**src/rtl/gpu_pkg.sv**
```systemverilog
// Shared GPU opcode-path definitions: shape and phase encodings, opcode field positions and widths.
package gpu_pkg;

    localparam int unsigned LOC_W   = 19;
    localparam int unsigned COLOR_W = 16;

    localparam int unsigned SHAPE_HI = 95;
    localparam int unsigned SHAPE_LO = 92;
    localparam int unsigned COLOR_HI = 91;
    localparam int unsigned COLOR_LO = 76;
    localparam int unsigned LOC1_HI  = 75;
    localparam int unsigned LOC1_LO  = 57;
    localparam int unsigned LOC2_HI  = 56;
    localparam int unsigned LOC2_LO  = 38;
    localparam int unsigned LOC3_HI  = 37;
    localparam int unsigned LOC3_LO  = 19;
    localparam int unsigned FILL_BIT = 18;

    typedef enum logic [3:0] {
        SHAPE_LINE     = 4'd0,
        SHAPE_TRIANGLE = 4'd1,
        SHAPE_CIRCLE   = 4'd2
    } shape_t;

    typedef enum logic [1:0] {
        P0,
        P1,
        P2,
        DONE
    } phase_t;

endpackage

```
**src/rtl/shape_detection_demo_opcode_decode.sv**
```systemverilog
// Combinational slicer splitting a 96-bit drawing opcode into its named fields.
module opcode_decode
    import gpu_pkg::*;
(
    input  logic [95:0]        full_opcode,
    output logic [3:0]         shape,
    output logic [COLOR_W-1:0] color,
    output logic [LOC_W-1:0]   loc1,
    output logic [LOC_W-1:0]   loc2,
    output logic [LOC_W-1:0]   loc3,
    output logic               fill
);

    always_comb begin
        shape = full_opcode[SHAPE_HI:SHAPE_LO];
        color = full_opcode[COLOR_HI:COLOR_LO];
        loc1  = full_opcode[LOC1_HI:LOC1_LO];
        loc2  = full_opcode[LOC2_HI:LOC2_LO];
        loc3  = full_opcode[LOC3_HI:LOC3_LO];
        fill  = full_opcode[FILL_BIT];
    end

endmodule

```
**src/rtl/shape_detection_demo.sv**
```systemverilog
// Demo-mode shape splitter: walks the current opcode's shape through its primitive phases, one per clock.
module shape_detection_demo
    import gpu_pkg::*;
(
    input  logic                 clk,
    input  logic                 n_reset,
    input  logic [95:0]          full_opcode,
    input  logic                 new_shape,
    input  logic                 line_done,
    input  logic                 arc_done,
    input  logic                 data_ready,
    output logic                 data_sent,
    output logic                 enable,
    output logic [COLOR_W-1:0]   color,
    output logic                 shape_done,
    output logic                 prim_sel,
    output logic                 write,
    output logic                 read,
    output logic [2*LOC_W-1:0]   locations
);

    logic [3:0]       shape;
    logic [LOC_W-1:0] loc1;
    logic [LOC_W-1:0] loc2;
    logic [LOC_W-1:0] loc3;
    phase_t           phase;
    phase_t           phase_next;

    opcode_decode u_decode (
        .full_opcode (full_opcode),
        .shape       (shape),
        .color       (color),
        .loc1        (loc1),
        .loc2        (loc2),
        .loc3        (loc3),
        .fill        ()
    );

    always_ff @(posedge clk) begin
        if (!n_reset) phase <= P0;
        else          phase <= phase_next;
    end

    // Decoding follows the shape currently presented, so a shape change mid-sequence
    // lands on the new shape's rules; phases it does not have fall through to DONE.
    always_comb begin
        phase_next = P0;
        enable     = 1'b0;
        shape_done = 1'b0;
        prim_sel   = 1'b0;
        locations  = '0;
        case (shape)
            SHAPE_LINE, SHAPE_CIRCLE: begin
                case (phase)
                    P0: begin
                        enable     = 1'b1;
                        locations  = {loc1, loc2};
                        prim_sel   = (shape == SHAPE_CIRCLE);
                        phase_next = DONE;
                    end
                    DONE: begin
                        shape_done = 1'b1;
                        phase_next = P0;
                    end
                    default: phase_next = DONE;
                endcase
            end
            SHAPE_TRIANGLE: begin
                case (phase)
                    P0: begin
                        enable     = 1'b1;
                        locations  = {loc1, loc2};
                        phase_next = P1;
                    end
                    P1: begin
                        enable     = 1'b1;
                        locations  = {loc1, loc3};
                        phase_next = P2;
                    end
                    P2: begin
                        enable     = 1'b1;
                        locations  = {loc2, loc3};
                        phase_next = DONE;
                    end
                    default: begin
                        shape_done = 1'b1;
                        phase_next = P0;
                    end
                endcase
            end
            default: phase_next = P0;
        endcase
    end

    always_comb begin
        write     = enable;
        read      = shape_done;
        data_sent = shape_done;
    end

endmodule

```
**config.mk**
```make
export PLATFORM = sky130hd
export DESIGN_NAME = shape_detection_demo
export DESIGN_NICKNAME = d
export VERILOG_FILES = /design/src/rtl/gpu_pkg.sv /design/src/rtl/shape_detection_demo_opcode_decode.sv /design/src/rtl/shape_detection_demo.sv
export SDC_FILE = /design/constraint.sdc
export NUM_CORES = 1
export LEC_CHECK = 0
export CELL_PAD_IN_SITES_DETAIL_PLACEMENT = 1
export CELL_PAD_IN_SITES_GLOBAL_PLACEMENT = 1
export CORE_UTILIZATION = 11
export DETAILED_ROUTE_END_ITERATION = 8
export GPL_ROUTABILITY_DRIVEN = 1
export PLACE_DENSITY_LB_ADDON = 0.1
export SLEW_MARGIN = 20
export SYNTH_ARGS = -nofsm -noshare
export SYNTH_HDL_FRONTEND = slang
export SYNTH_SLANG_ARGS = --single-unit
```
**constraint.sdc**
```tcl
create_clock -name clk -period 2.1 [get_ports clk]
set_input_delay 0.42 -clock clk [delete_from_list [all_inputs] [get_ports clk]]
set_output_delay 0.42 -clock clk [all_outputs]
set_load 0.01 [all_outputs]
```
# Word-level counts from Yosys, hierarchy flattened

Cells that the tools add are included.

Equality and inequality tests: 5
Muxes and demuxes: 14
Reductions and logical operators: 4

Operator list:

| operator                                       | number |
|---|---|
| case mux 38 bit (3 select lines)               | 1 |
| case mux 38 bit (2 select lines)               | 1 |
| 2-to-1 mux 38 bit                              | 1 |
| 2-to-1 mux 1 bit                               | 6 |
| case mux 2 bit (3 select lines)                | 1 |
| == test 2 bit (second input constant)          | 2 |
| == test 4 x 1 -> 1 bit (second input constant) | 1 |
| == test 4 x 2 -> 1 bit (second input constant) | 1 |
| logical NOT 4 bit                              | 1 |
| case mux 1 bit (2 select lines)                | 2 |
| case mux 2 bit (2 select lines)                | 1 |
| OR reduction 3 bit                             | 1 |
| == test 2 x 1 -> 1 bit (second input constant) | 1 |
| logical NOT 2 bit                              | 1 |
| 2-to-1 mux 2 bit                               | 1 |
| OR reduction 2 bit                             | 1 |

Register bits: 2
Input port bits: 102
Output and inout port bits: 60
Logic and storage cells: 24

# Depth between registers and ports, before layout

Gate-level depths: netlist (run 1).

Word-level depth: 4
Gate-level depth with buffers: 7
Gate-level depth less buffers: 5

# Modules after synthesis

A second synthesis (run 1) with hierarchy kept.

Cell total of the unflattened synthesis: 198
Area, all modules: 1406.3 µm²

Modules (own cells, without submodules):

| module               | instances | cells an instance | area each (µm²) | sequential area each (µm²) |
|---|---|---|---|---|
| shape_detection_demo | 1         | 120               | 820.8           | 40.0 |
| opcode_decode        | 1         | 78                | 585.6           | 0.0 |

# Worst setup path after synthesis (run 1)

No wires, ideal clock.

Path type: reg2out
From: register phase[0]
To: output port locations[7]
Arrival time: 1.675 ns
Path slack: 0.005 ns
Cell stages (with the launch flop): 7
Buffers on the path: 2
Cells stage by stage: dfxtp_1 ha_1 o21ai_0 and3_1 clkbuf_1 clkbuf_1 a22o_1

Word-level cells in the longest chain between the ends: 3
Elaborated cells between the ends (all ways): 6
Those cells by class: eq/ne: 2; mux: 3; reduce/logical: 1

Ends and longest elaborated chain:

| item                                                                  | RTL line                                               | RTL |
|---|---|---|
| from (decl)                                                           | shape_detection_demo.sv:26                             | `phase_t phase;` |
| from (signal assigned)                                                | shape_detection_demo.sv:41                             | `else phase <= phase_next;` |
| == test 2 bit (tied with other cells)                                 | shape_detection_demo.sv:69                             | `case (phase)` |
| case mux 38 bit (3 select lines) or 2-to-1 mux 38 bit (tied branches) | shape_detection_demo.sv:69, shape_detection_demo.sv:54 |  |
| case mux 38 bit (2 select lines) *                                    | shape_detection_demo.sv:52                             | `case (shape)` |
| to (decl)                                                             | shape_detection_demo.sv:19                             | `output logic [2*LOC_W-1:0] locations` |

Every way passes the cells marked *; elsewhere a longest branch is shown, timed or not.

# Final worst setup path (run 1)

From: input port full_opcode[93]
To: output port locations[10]

Word-level cells in the longest chain between the ends: 3
Elaborated cells between the ends (all ways): 5
Those cells by class: eq/ne: 2; mux: 1; reduce/logical: 2

Ends and longest elaborated chain:

| item                                                        | RTL line                   | RTL |
|---|---|---|
| from (decl)                                                 | shape_detection_demo.sv:7  | `input logic [95:0] full_opcode,` |
| == test 4 x 2 -> 1 bit or logical NOT 4 bit (tied branches) | shape_detection_demo.sv:52 |  |
| OR reduction 2 bit                                          | shape_detection_demo.sv:52 |  |
| case mux 38 bit (2 select lines) *                          | shape_detection_demo.sv:52 |  |

Marked as above.

==> flow_metrics.py, run 1 <==
metrics = {
    "die": {
        "die_w_um": 94.5,
        "die_h_um": 94.5,
        "start_util_pct": 11.4,
        "io_pins": 162,
        "coreArea_mm2": 0.00826,
        "rows": 33,
        "die-area_mm2": 0.00893,
    },
    "clocking": {
        "cts_hold_buf": 0,
        "cts_max_path_buffers": 2,
        "cts_num_sinks": 2,
        "cts.clk_slew.worst_paths_ns": 0.03,
        "root_buffer": "clkbuf_8",
        "h-tree-depth": 1,
        "numCtsBuffers": 3,
        "cts_tree": "done",
        "clk_latency_ns": 0.21,
    },
    "timing": {
        "fmax_mhz": 448,
        "fin_crit_sh_pct": 106,
        "min_period_ns": 2.23,
        "hold_ws_ns": 0.562,
        "slew_violations": 0,
        "setup_slack_ns": -0.133,
        "tightest_slew_ns": 0.281,
        "rsz0062_at_grt": "true",
        "setup_viol": 38,
        "setup_tns_ns": -3.40,
        "slew_headroom_pct": 81.3,
        "final-hold-violation-count": 0,
        "clock_skew_ns": 0.00170,
    },
    "worst_hold_path": {
        "hp-class": "in2reg",
    },
    "critical_path": {
        "cp_top_family": "simple AND/OR/NAND/NOR gates",
        "slowest_stage": "or4b_4",
        "crit_buf_inv": 4,
        "r2r_setup_slack_ns": 0.67,
        "cp_cell_sequence": "buf_6 -> or4b_4 -> nor3_4 -> buf_6 -> buf_12 -> a22o_1 -> buf_6",
        "critPathCaptureType": "primary output",
        "setup.worst_path.class": "in2out",
        "worstPathRequired_ns": 1.68,
        "start_kind": "input port",
        "cp.arrival_ns": 1.81,
        "cp_max_fo": 7,
        "max_stage_delay_ns": 0.56,
        "cpMostUsedCell": "buf_6",
    },
    "grt": {
        "grt_pass1_wl_mm": 8.75,
        "grt_usage_pct": 12.6,
        "grt_pass1_vias": 1568,
        "antenna_found_initial": 0,
        "overflow": 0,
        "grt_start_max_net_pins": 21,
    },
    "final_layout": {
        "reg.largest.list": "phase (2)",
        "antenna_cells": 0,
        "final_area_mm2": 0.00241,
        "finalNetCount": 355,
        "largest_reg_flops": 2,
        "instances_no_fill": 351,
        "drive_gt1_share_pct": 51.2,
        "final_core_util_pct": 29.2,
        "final_common_cell": "clkdlybuf4s50_1",
        "area_growth_pct": 157,
        "top_register": "phase",
        "final_cell_mix": "58 x clkdlybuf4s50_1, 26 x buf_2, 23 x buf_4",
    },
    "logic_synthesis": {
        "synth.cell_area_um2": 941,
        "ys_warn_count": 0,
        "synth.distinct_cells": 25,
        "syn_avg_cell_area_um2": 6.92,
        "synth_seq_area_share_pct": 4.26,
        "syn_inst": 136,
        "syn_nets": 243,
        "synth_seq_cells": 2,
    },
    "drt": {
        "dr.pass1.iters": 4,
        "routed_wl_mm": 5.84,
        "dr.first_iter.drc_count": 21,
        "wl_per_cell_um": 16.6,
        "route.detailed.drc": 0,
        "postRouteAntennaNets": 0,
        "vias": 1481,
        "vias_per_cell": 4.22,
    },
    "placed_design": {
        "gp_congestion": 0.691,
        "hpwl_mm": 4.32,
        "dp.cells": 343,
        "dpl-instance-area_mm2": 0.00218,
        "numPortBuffers": 106,
    },
    "pwr": {
        "p_per_area_mw_per_mm2": 232,
        "switching_share_pct": 31.6,
        "power_frac_seq_pct": 7.4,
        "worst_ir_drop_vdd_mv": 0.289,
        "clockPowerShare_pct": 26.4,
        "power.switching_uw": 177,
        "pwr-share-comb_pct": 66.2,
        "p_leak_uw": 0.00105,
        "p_int_uw": 383,
    },
    "status": {
        "violations": "negative setup slack",
        "status": "complete, but fails checks",
    },
    "run": {
        "cap_viol_max_count": 0,
    },
}
-- worst reg2reg max path: stages, from the launching register on --
cell      delay [ns]
dfxtp_4         0.35
inv_2           0.08
buf_4           0.12
ha_4            0.14
buf_4           0.29
o21ai_0         0.13
a211oi_1        0.23
-- per-layer routing --
metal	vias to the layer above	wire, um	GRT usage [%]
met2	72	2750	21.3
met3	6	542	2.42
met4	0	14	2.15
li1	716	-	-
met1	687	2530	16.6
met5	-	0	0
-- final cells by class --
class | instances | area (um^2)
clock buffers | 3 | 41.3
fillers | 985 | 5840
inverters | 3 | 11.3
multi-input cells | 101 | 930
flip-flops and latches | 2 | 45.0
well taps | 105 | 131
repair buffers | 137 | 1250
-- cells by family (layout without fill, tap and decap cells) --
family / after synthesis / count (layout) / share of synthesized area (%)
AO/OA/AOI/OAI: 63 / 63 / 48.1
adder cells (fa/ha/maj): 5 / 5 / 6.65
buffers and inverters: 33 / 143 / 23.1
flip-flops: 2 / 2 / 4.26
AND/OR/NAND/NOR: 33 / 33 / 17.8
-- metrics by stage --
| step | power [uW] | setup WS [ns] |
|---|---|---|
| final | 561 | -0.133 |
| after global routing | 597 | -0.205 |
| after CTS | 556 | -0.158 |
| after floorplan | 171 | 0.00539 |
| after global placement | 382 | -0.899 |
| after detailed placement | 383 | -0.922 |
-- Yosys cell counts (all sizes together) --
cell type,count,area [um^2]
a22oi,19,143
dfxtp,2,40.0
and2b,1,8.76
and3,1,6.26
or2,2,12.5
a22o,19,178
buf,22,176
o21ai,2,10.0
nor2,4,15.0
nor3,2,21.3
ha,5,62.6
a31oi,2,12.5
or4b,1,13.8
and2,1,6.26
o21bai,1,7.51
a21oi,19,95.1
a211oi,1,7.51
nand2,20,75.1
clkbuf,8,30.0
inv,3,11.3
nor4b,1,8.76
-- timing repair --
action | 4_1_cts | 5_1_grt
pin swaps | 7 | 9
gates resized for setup | 238 | 21
endpoints found under the setup margin | 44 | 44
cloned | 2 | 0
setup buffers | 5 | 2
-- path summary, 6_finish.rpt --
kind	startpoint	endpoint	depth (start not counted)
worst max-delay path	full_opcode[93]	locations[10]	7
worst min-delay path	full_opcode[92]	phase[0]$_SDFF_PN0_	3
worst max register to register	phase[0]$_SDFF_PN0_	phase[0]$_SDFF_PN0_	6
worst min register to register	phase[1]$_SDFF_PN0_	phase[1]$_SDFF_PN0_	4
-- power groups by stage --
stage | sequential [uW] | combinational (uW) | clock (uW)
global placement | 41.6 | 341 | 0
global route | 41.6 | 398 | 157
floorplan | 41.2 | 130 | 0
detailed placement | 41.5 | 341 | 0
CTS | 41.2 | 361 | 154
finish | 41.3 | 371 | 148
Note: power is estimated with default switching activity, not from simulation.
==> inputs of run 2 (changes only) <==
--- a/config.mk
+++ b/config.mk
@@ -5,6 +5,7 @@
 export SDC_FILE = /design/constraint.sdc
 export NUM_CORES = 1
 export LEC_CHECK = 0
+export CAP_MARGIN = 10
 export CELL_PAD_IN_SITES_DETAIL_PLACEMENT = 1
 export CELL_PAD_IN_SITES_GLOBAL_PLACEMENT = 1
 export CORE_UTILIZATION = 11
==> results of run 2 <==
The final DEF is identical to that of run 1; final timing and power are the same.
==> inputs of run 3 (changes only) <==
--- a/config.mk
+++ b/config.mk
@@ -11,6 +11,7 @@
 export CORE_UTILIZATION = 11
 export DETAILED_ROUTE_END_ITERATION = 8
 export GPL_ROUTABILITY_DRIVEN = 1
+export HOLD_SLACK_MARGIN = 0.06
 export PLACE_DENSITY_LB_ADDON = 0.1
 export SLEW_MARGIN = 20
 export SYNTH_ARGS = -nofsm -noshare
==> results of run 3 <==
The final DEF is identical to that of run 1; final timing and power are the same.
